==> config.mk <==
export PLATFORM = sky130hd
export DESIGN_NAME = usb_bit_stuffer
export DESIGN_NICKNAME = d
export VERILOG_FILES = /design/src/rtl/usb_bit_stuffer.sv
export SDC_FILE = /design/constraint.sdc
export NUM_CORES = 1
export LEC_CHECK = 0
export BUFFER_PORTS_ARGS = -buffer_cell sky130_fd_sc_hd__buf_2
export CAP_MARGIN = 5
export CORE_AREA = 2 2 39 41
export DETAILED_ROUTE_END_ITERATION = 10
export DIE_AREA = 0 0 41 43
export HOLD_SLACK_MARGIN = 0.12
export SYNTH_ARGS = -nofsm -noshare
export SYNTH_HDL_FRONTEND = slang
export SYNTH_SLANG_ARGS = --single-unit
==> constraint.sdc <==
create_clock -name clk -period 2.09 [get_ports clk]
set_input_delay 0.209 -clock clk [delete_from_list [all_inputs] [get_ports clk]]
set_output_delay 0.209 -clock clk [all_outputs]
set_load 0.05 [all_outputs]
==> src/rtl/usb_bit_stuffer.sv <==
// USB transmit bit stuffer: inserts a 0 after MAX_ONES consecutive 1s and pauses upstream for that bit.
// Optional macro BIT_STUFFER_BYPASS_EN adds a `bypass` input that passes data through unstuffed.
module usb_bit_stuffer #(
  parameter int unsigned MAX_ONES = 6
) (
  input  logic clk,
  input  logic n_rst,
`ifdef BIT_STUFFER_BYPASS_EN
  input  logic bypass,
`endif
  input  logic d_orig,
  output logic d_data,
  output logic pause
);

  localparam int unsigned CNT_W = $clog2(MAX_ONES + 1);

  logic [CNT_W-1:0] ones_cnt_q;
  logic [CNT_W-1:0] ones_cnt_d;
  logic             run_full;
  logic             bypass_active;

`ifdef BIT_STUFFER_BYPASS_EN
  assign bypass_active = bypass;
`else
  assign bypass_active = 1'b0;
`endif

  assign run_full = (ones_cnt_q == CNT_W'(MAX_ONES));

  // Outputs are combinational; reset forces the line idle (1) with no pause.
  always_comb begin
    pause  = 1'b0;
    d_data = d_orig;
    if (n_rst) begin
      d_data = 1'b1;
    end else if (!bypass_active && run_full) begin
      pause  = 1'b1;
      d_data = 1'b0;
    end
  end

  // Run-length count of accepted 1s; a stuffed or natural 0 ends the run.
  always_comb begin
    ones_cnt_d = '0;
    if (n_rst || bypass_active) begin
      ones_cnt_d = '0;
    end else if (run_full) begin
      ones_cnt_d = '0;
    end else if (d_orig) begin
      ones_cnt_d = ones_cnt_q + CNT_W'(1);
    end
  end

  always_ff @(posedge clk) begin
    ones_cnt_q <= ones_cnt_d;
  end

endmodule

==> results of run 1 <==
metal layers:
metal | track usage, % | vias up
li1 | - | 66
met2 | 5.31 | 1
met3 | 1.57 | 0
met4 | 6.00 | 0
met5 | 0 | -
met1 | 4.49 | 53
worst paths after layout:
check / start / to / slack (ns) / cells after the start
worst max-delay path: ones_cnt_q[0]$_SDFF_PP0_ / d_data / 0.58 / 5
worst min-delay path: d_orig / ones_cnt_q[2]$_SDFF_PP0_ / 0.31 / 3
worst max register to register: ones_cnt_q[0]$_SDFF_PP0_ / ones_cnt_q[2]$_SDFF_PP0_ / 0.95 / 4
worst min register to register: ones_cnt_q[0]$_SDFF_PP0_ / ones_cnt_q[0]$_SDFF_PP0_ / 0.45 / 1
Yosys cell counts:
library cell / instances / share of area [%]
dfxtp_1: 3 / 40
ha_1: 2 / 17
inv_1: 1 / 2.5
nand2b_1: 2 / 8.4
a21oi_2: 1 / 5.9
a21o_1: 1 / 5.0
nand2_1: 1 / 2.5
nor2_1: 1 / 2.5
or3b_1: 1 / 5.9
nor3b_1: 2 / 10
critical path, cell delays in order (launching register included):
cell,delay [ns]
dfxtp_1,0.34
inv_1,0.05
ha_1,0.20
nand2_1,0.12
a21o_1,0.12
buf_2,0.25
area by class of cell:
type                       instances  area [µm²]  area share (%)
timing repair buffer               4        20.0            9.30
sequential                         3        60.1            27.9
inverter                           1        3.75            1.74
clock buffer                       4        26.3            12.2
multi-input combinational         11        85.1            39.5
tap                               16        20.0            9.30
where the power goes:
part | switching [mW] | internal (mW) | leakage (nW) | total [mW]
Clock | 0.0274 | 0.0714 | 0.0150 | 0.0988
Sequential | 0.00121 | 0.0595 | 0.0245 | 0.0607
Combinational | 0.00788 | 0.00476 | 0.0516 | 0.0126
Total | 0.0365 | 0.136 | 0.0911 | 0.172
placed cells by master, fill, tap and decap left out:
cell / instances
a21o_1: 1
a21oi_2: 1
buf_2: 4
clkbuf_1: 1
clkbuf_4: 3
dfxtp_1: 3
ha_1: 2
inv_1: 1
nand2_1: 1
nand2b_1: 2
nor2_1: 1
nor3b_1: 2
or3b_1: 1
logic make-up after synthesis:
kind of cell,synth area share [%]
flops,40.3
fa+ha+maj,16.8
simple gates,29.4
buf+inv,2.52
compound gates,10.9
stage by stage:
step,hold WS (ns),total power [mW],area (µm²)
after floorplan,0.392,0.0699,149
after global placement,0.448,0.0740,189
after detailed placement,0.450,0.0743,189
after CTS,0.311,0.176,215
after global routing,0.332,0.188,215
final,0.311,0.172,215
==> impl_metrics.ini, run 1 <==
[grt]
grt_first_pass_wirelength_um = 469
grt_antenna_before_repair = 0
track_usage_pct = 4.31
grt_start_max_net_pins = 5
overflow = 0
grt_pass1_vias = 132

[clocking]
cts-root-buf = clkbuf_4
ctsHoldBuffers = 0
cts_tree = yes
htree_levels = 1
cts_buffer_depth = 2
clock_sinks = 3
insertion_delay_ns = 0.23
cts.clk_slew.worst_paths_ns = 0.04
numCtsBuffers = 3
cts_setup_buffers = 0
postCtsResizedCells = 0

[sta]
layout_min_cycle_time_ns = 1.51
hold_viol = 0
worst_slew_pin_slew_ns = 0.250
drv_slew = 0
worst_slack_ns = 0.577
slew_headroom_pct = 83.4
tns_ns = 0
setup_violations = 0
timing.fmax_ghz = 0.661
finalCritPeriodShare_pct = 72.4
skew_ns = 0.000462
rsz0062_at_grt = no

[detailed_routing]
drc = 0
drtAntennaViolNets = 0
top_layer_used = met3
wl_met3_um = 6
dr.pass1.iters = 3
drt-met1-wl_um = 95
avgViaCountPerCell = 3.08
drt-total-wl_um = 236
wire_per_inst_um = 6.05
drt_iter0_markers = 1
dr_wl_met2_um = 134
vias = 120

[pwr]
p_leak_nw = 0.0911
power_density_nw_per_um2 = 800
peakVddDrop_mv = 0.224

[worst_setup_path]
cp-start-kind = register
crit_fanout = 4
worstSetupPathType = register to primary output
critPathRequiredTime_ns = 1.88
end_kind = primary output
cp.arrival_ns = 1.30

[placement]
dp.cells = 35
port_buffers = 4
gp_routability_congestion = 0.600
dpl_worst_slack_ns = 0.811

[cells_and_area]
nets = 29
n_fill_cell = 152
largest_reg_flops = 3
fin_util_pct = 15.6
top_regs = ones_cnt_q (3)
final-instance-count-excl-fill = 39
n_antenna_cell = 0
area_delta_synth_final_pct = 44.5
top_register = ones_cnt_q
drive_gt1_share_pct = 34.8

[logic_synthesis]
yosysUniqueCellTypes = 10
syn_area_per_cell_um2 = 9.93
syn_nets = 20
ys_seq_elements = 3
syn_inst = 15
yosys_warnings = 0
ys_seq_area_share_pct = 40.3
synth_area_um2 = 149

[die]
die-area_um2 = 1760
core_um2 = 1380
row_count = 14
die_x_um = 41
initial_utilization_pct = 10.8
design.portCount = 5
fp.dieH_um = 43

[run]
cap_violations = 0

[outcome]
outcome = finished, final reports clean

[hold_path]
hold_path.class = input pin to register
Note: power is estimated with default switching activity, not from simulation.
==> inputs of run 2 (changes only) <==
Clock period 2.09 ns to 1.3 ns, I/O delays scaled along.
==> run 2 against run 1 <==
Compared with the run above:
- sequential share of layout area shrank 4.6 points
- cell area grew 22%
- combinational power grew 150%
- die area is the same
- clock skew grew 0.0043 ns
- via count grew 14%
- clock-buffer cell count is the same
==> impl_metrics.ini, run 2 (synthesis gave the netlist of run 1 again) <==
[outcome]
outcome = finished, final reports clean

[clocking]
ctsHoldBuffers = 0
cts-root-buf = clkbuf_4
cts_buffer_depth = 2
clock_sinks = 3
numCtsBuffers = 3
htree_levels = 1
insertion_delay_ns = 0.23
cts.clk_slew.worst_paths_ns = 0.04
cts_tree = yes

[sta]
tns_ns = 0
skew_ns = 0.00472
worst_slew_pin_slew_ns = 0.175
finalCritPeriodShare_pct = 96.0
worst_slack_ns = 0.0521
slew_headroom_pct = 88.3
setup_violations = 0
timing.fmax_ghz = 0.801
hold_viol = 0
layout_min_cycle_time_ns = 1.25
fin_hold_ws_ns = 0.226
rsz0062_at_grt = no
drv_slew = 0

[grt]
busiest_layer = met2
grt_start_max_net_pins = 5
overflow = 0
grt_pass1_vias = 154
grt_first_pass_wirelength_um = 600
met1_usage_pct = 5.41
met2_usage_pct = 6.88
grt_antenna_before_repair = 0
use_met3_pct = 3.14
track_usage_pct = 5.41

[placement]
port_buffers = 4
dpl_worst_slack_ns = 0.0764
dp_hpwl_um = 198
gp_routability_congestion = 0.592

[detailed_routing]
dr.pass1.iters = 2
avgViaCountPerCell = 3.34
drtAntennaViolNets = 0
wire_per_inst_um = 7.68
vias = 137
drc = 0
drt_iter0_markers = 1
drt-total-wl_um = 315

[cells_and_area]
fin_util_pct = 19.0
final_cell_mix = clkbuf_4, buf_4
area_delta_synth_final_pct = 76.5
top_register = ones_cnt_q
largest_reg_flops = 3
n_antenna_cell = 0
drive_gt1_share_pct = 60.0
nets = 31
top_regs = ones_cnt_q (3)

[worst_setup_path]
r2r_cells = 4
end_kind = primary output
critPathRequiredTime_ns = 1.17
crit_fanout = 4
worstSetupPathType = register to primary output
cp-start-kind = register
cp.arrival_ns = 1.12

[die]
row_count = 14
core_um2 = 1380
fp.dieH_um = 43
die_x_um = 41
design.portCount = 5
die-area_um2 = 1760
initial_utilization_pct = 10.8

[pwr]
peakVddDrop_mv = 0.459
p_leak_nw = 0.120
power_density_nw_per_um2 = 1100

[run]
cap_violations = 0

[hold_path]
hold_path.class = input pin to register
holdPathStages = 3
==> run 2: changes by cell type in the layout (fill, tap and decap cells not counted), sizes merged <==
cell / change
buf: +2
==> run 2: where the power goes <==
group | leakage, nW | internal [mW] | switching (mW)
sequential | 0.0248 | 0.0961 | 0.00232
clock | 0.0150 | 0.115 | 0.0436
combinational | 0.0806 | 0.0151 | 0.0162
total | 0.120 | 0.226 | 0.0621
==> run 2: path summary, 6_finish.rpt <==
kind | startpoint | to | slack [ns]
hold reg to reg | ones_cnt_q[0]$_SDFF_PP0_ | ones_cnt_q[0]$_SDFF_PP0_ | 0.51
setup reg to reg | ones_cnt_q[0]$_SDFF_PP0_ | ones_cnt_q[2]$_SDFF_PP0_ | 0.09
setup / recovery | ones_cnt_q[1]$_SDFF_PP0_ | d_data | 0.05
hold / removal | d_orig | ones_cnt_q[2]$_SDFF_PP0_ | 0.23
==> run 2: worst max-delay path: stages (launching register included) <==
cell	delay, ns
dfxtp_1	0.36
ha_4	0.16
nand2_4	0.06
a21o_1	0.16
buf_6	0.15
==> run 2: per-stage QoR <==
stage / power (mW) / instance area (µm²) / instances
6_report: 0.288 / 263 / 41
5_1_grt: 0.312 / 263 / 41
4_1_cts: 0.291 / 240 / 40
3_5_place_dp: 0.120 / 191 / 35
3_3_place_gp: 0.119 / 191 / 35
2_1_floorplan: 0.112 / 151 / 15
==> run 2: routing by layer <==
| metal | vias to the layer above | share of wire (%) |
|---|---|---|
| li1 | 71 | - |
| met1 | 65 | 38 |
| met2 | 1 | 60 |
| met3 | 0 | 1.6 |
| met4 | 0 | 0 |
| met5 | - | 0 |
==> run 2: cell type report <==
| type | count | area (µm²) |
|---|---|---|
| Clock buffer | 4 | 26.3 |
| Fill cell | 151 | 1120 |
| Inverter | 1 | 3.75 |
| Multi-Input combinational cell | 11 | 108 |
| Sequential cell | 3 | 61.3 |
| Tap cell | 16 | 20.0 |
| Timing Repair Buffer | 6 | 43.8 |
==> run 2: what timing repair did <==
item / CTS / global route
setup buffers: 1 / 1
pin swaps: 2 / 0
resized for setup: 6 / 3
setup endpoints to repair: 2 / 2
==> inputs of run 3 (changes only) <==
==> constraint.sdc (replaced) <==
create_clock -name clk -period 1.3 [get_ports clk]
set_input_delay 0.195 -clock clk [delete_from_list [all_inputs] [get_ports clk]]
set_output_delay 0.195 -clock clk [all_outputs]
set_load 0.05 [all_outputs]
==> run 3 against run 2 <==
Compared with the run above:
- die area unchanged
- global-route usage fell by 0.084 points
- worst setup slack worse by 0.034 ns
- critical path depth increased by 1
- critical path type unchanged
- critical endpoint unchanged
- combinational power decreased by 7.0%
- largest power group unchanged
- clock skew decreased by 0.0038 ns
- highest routed layer is now met2
- sequential share of layout area barely moved
==> impl_metrics.ini, run 3 (synthesis gave the netlist of run 1 again) <==
[clocking]
clock_sinks = 3
htree_levels = 1
ctsHoldBuffers = 0
insertion_delay_ns = 0.22
cts_tree = yes
cts.clk_slew.worst_paths_ns = 0.03
cts-root-buf = clkbuf_4
numCtsBuffers = 3
cts_buffer_depth = 2

[worst_setup_path]
critPathRequiredTime_ns = 1.11
worstSetupPathType = register to primary output
end_kind = primary output
crit_fanout = 3
path_cells = inv_2, ha_4, nand2_4, a21o_1, buf_6
slowest_stage = dfxtp_2
r2r_cells = 4
r2r-end = ones_cnt_q[2]$_SDFF_PP0_
critPathBufInv = 2
r2r_setup_slack_ns = 0.09
cp.arrival_ns = 1.09
max_stage_delay_ns = 0.31
worstReg2RegStart = ones_cnt_q[0]$_SDFF_PP0_
crit_family = flip-flops
cp-start-kind = register

[cells_and_area]
n_fill_cell = 155
nets = 31
top_regs = ones_cnt_q (3)
area_delta_synth_final_pct = 79.8
regArea_um2 = 62.6
final_common_cell = clkbuf_4
fin_area_um2 = 268
multi_input_area_um2 = 108
n_antenna_cell = 0
top_register = ones_cnt_q
largest_reg_flops = 3
drive_gt1_share_pct = 64.0

[detailed_routing]
drt-total-wl_um = 313
wire_per_inst_um = 7.63
drt_iter0_markers = 1
drtAntennaViolNets = 0
vias = 137
avgViaCountPerCell = 3.34
dr.pass1.iters = 2
drc = 0

[pwr]
peakVddDrop_mv = 0.404
power_density_nw_per_um2 = 1060
finalPower_mw = 0.283
p_leak_nw = 0.120

[sta]
timing.fmax_ghz = 0.780
layout_min_cycle_time_ns = 1.28
worst_slew_pin_slew_ns = 0.167
setup_violations = 0
skew_ns = 0.000928
hold_viol = 0
rsz0062_at_grt = yes
slew_headroom_pct = 88.9
finalCritPeriodShare_pct = 98.6
drv_slew = 0

[placement]
port_buffers = 4
placedInstanceArea_um2 = 199
gp_routability_congestion = 0.568

[grt]
overflow = 0
grt_start_max_net_pins = 4
track_usage_pct = 5.32
grt_first_pass_wirelength_um = 558
grt_pass1_vias = 146
grt_antenna_before_repair = 0

[die]
fp.dieH_um = 43
core_um2 = 1380
die-area_um2 = 1760
die_x_um = 41
design.portCount = 5
row_count = 14
initial_utilization_pct = 10.8

[hold_path]
hold_start = d_orig
min_to = ones_cnt_q[2]$_SDFF_PP0_
hold_path.class = input pin to register
holdPathStages = 3

[run]
cap_violations = 0

[outcome]
outcome = finished, final reports clean
-- run 3: cell type report --
class	instances	share of cell area, %
multi-input cells	11	40.2
flip-flops and latches	3	23.4
repair buffers	6	17.8
clock buffers	4	9.81
well taps	16	7.48
inverters	1	1.40
-- run 3: stage by stage --
stage	TNS (ns)	setup WS [ns]	instances	util, %	hold slack, ns
detailed placement	0	0.0313	36	14.4	0.510
global placement	0	0.0487	36	14.4	0.504
floorplan	0	0.0422	15	-	0.378
global route	-0.0433	-0.0433	41	19.3	0.329
CTS	0	0.00571	41	19.1	0.309
finish	0	0.0181	41	19.3	0.315
-- run 3: worst reg2reg max path, delay by kind of cell (launching register included) --
kind	cells	cell delay (ns)
compound gates	1	0.13
buf+inv	1	0.13
fa+ha+maj	1	0.20
flops	1	0.31
simple gates	1	0.38
-- run 3: routing by layer --
layer  vias up  track usage (%)  share of wire (%)
met4         0             6.00                  0
met1        66             3.86                 38
li1         70                -                  -
met2         1             8.13                 61
met5         -                0                  0
met3         0             3.14                  0
-- run 3: how the worst max path moves through the flow --
stage	from	endpoint	slack (ns)	cells after the start
global placement	ones_cnt_q[0]$_SDFF_PP0_	d_data	0.05	5
floorplan	ones_cnt_q[0]$_SDFF_PP0_	d_data	0.04	4
detailed placement	ones_cnt_q[0]$_SDFF_PP0_	d_data	0.03	5
finish	ones_cnt_q[0]$_SDFF_PP0_	d_data	0.02	5
global route	ones_cnt_q[0]$_SDFF_PP0_	d_data	-0.04	5
CTS	ones_cnt_q[0]$_SDFF_PP0_	d_data	0.006	5
-- run 3: timing repair --
action / CTS / global route
setup endpoints to repair: 2 / 2
pin swaps: 3 / 0
resized for setup: 10 / 1
setup buffers: 1 / 0
-- run 3: report_power, final --
part,switching [mW],internal [mW],leakage (nW)
Combinational,0.0156,0.0136,0.0800
Clock,0.0409,0.115,0.0150
Sequential,0.00236,0.0963,0.0253
Total,0.0588,0.224,0.120
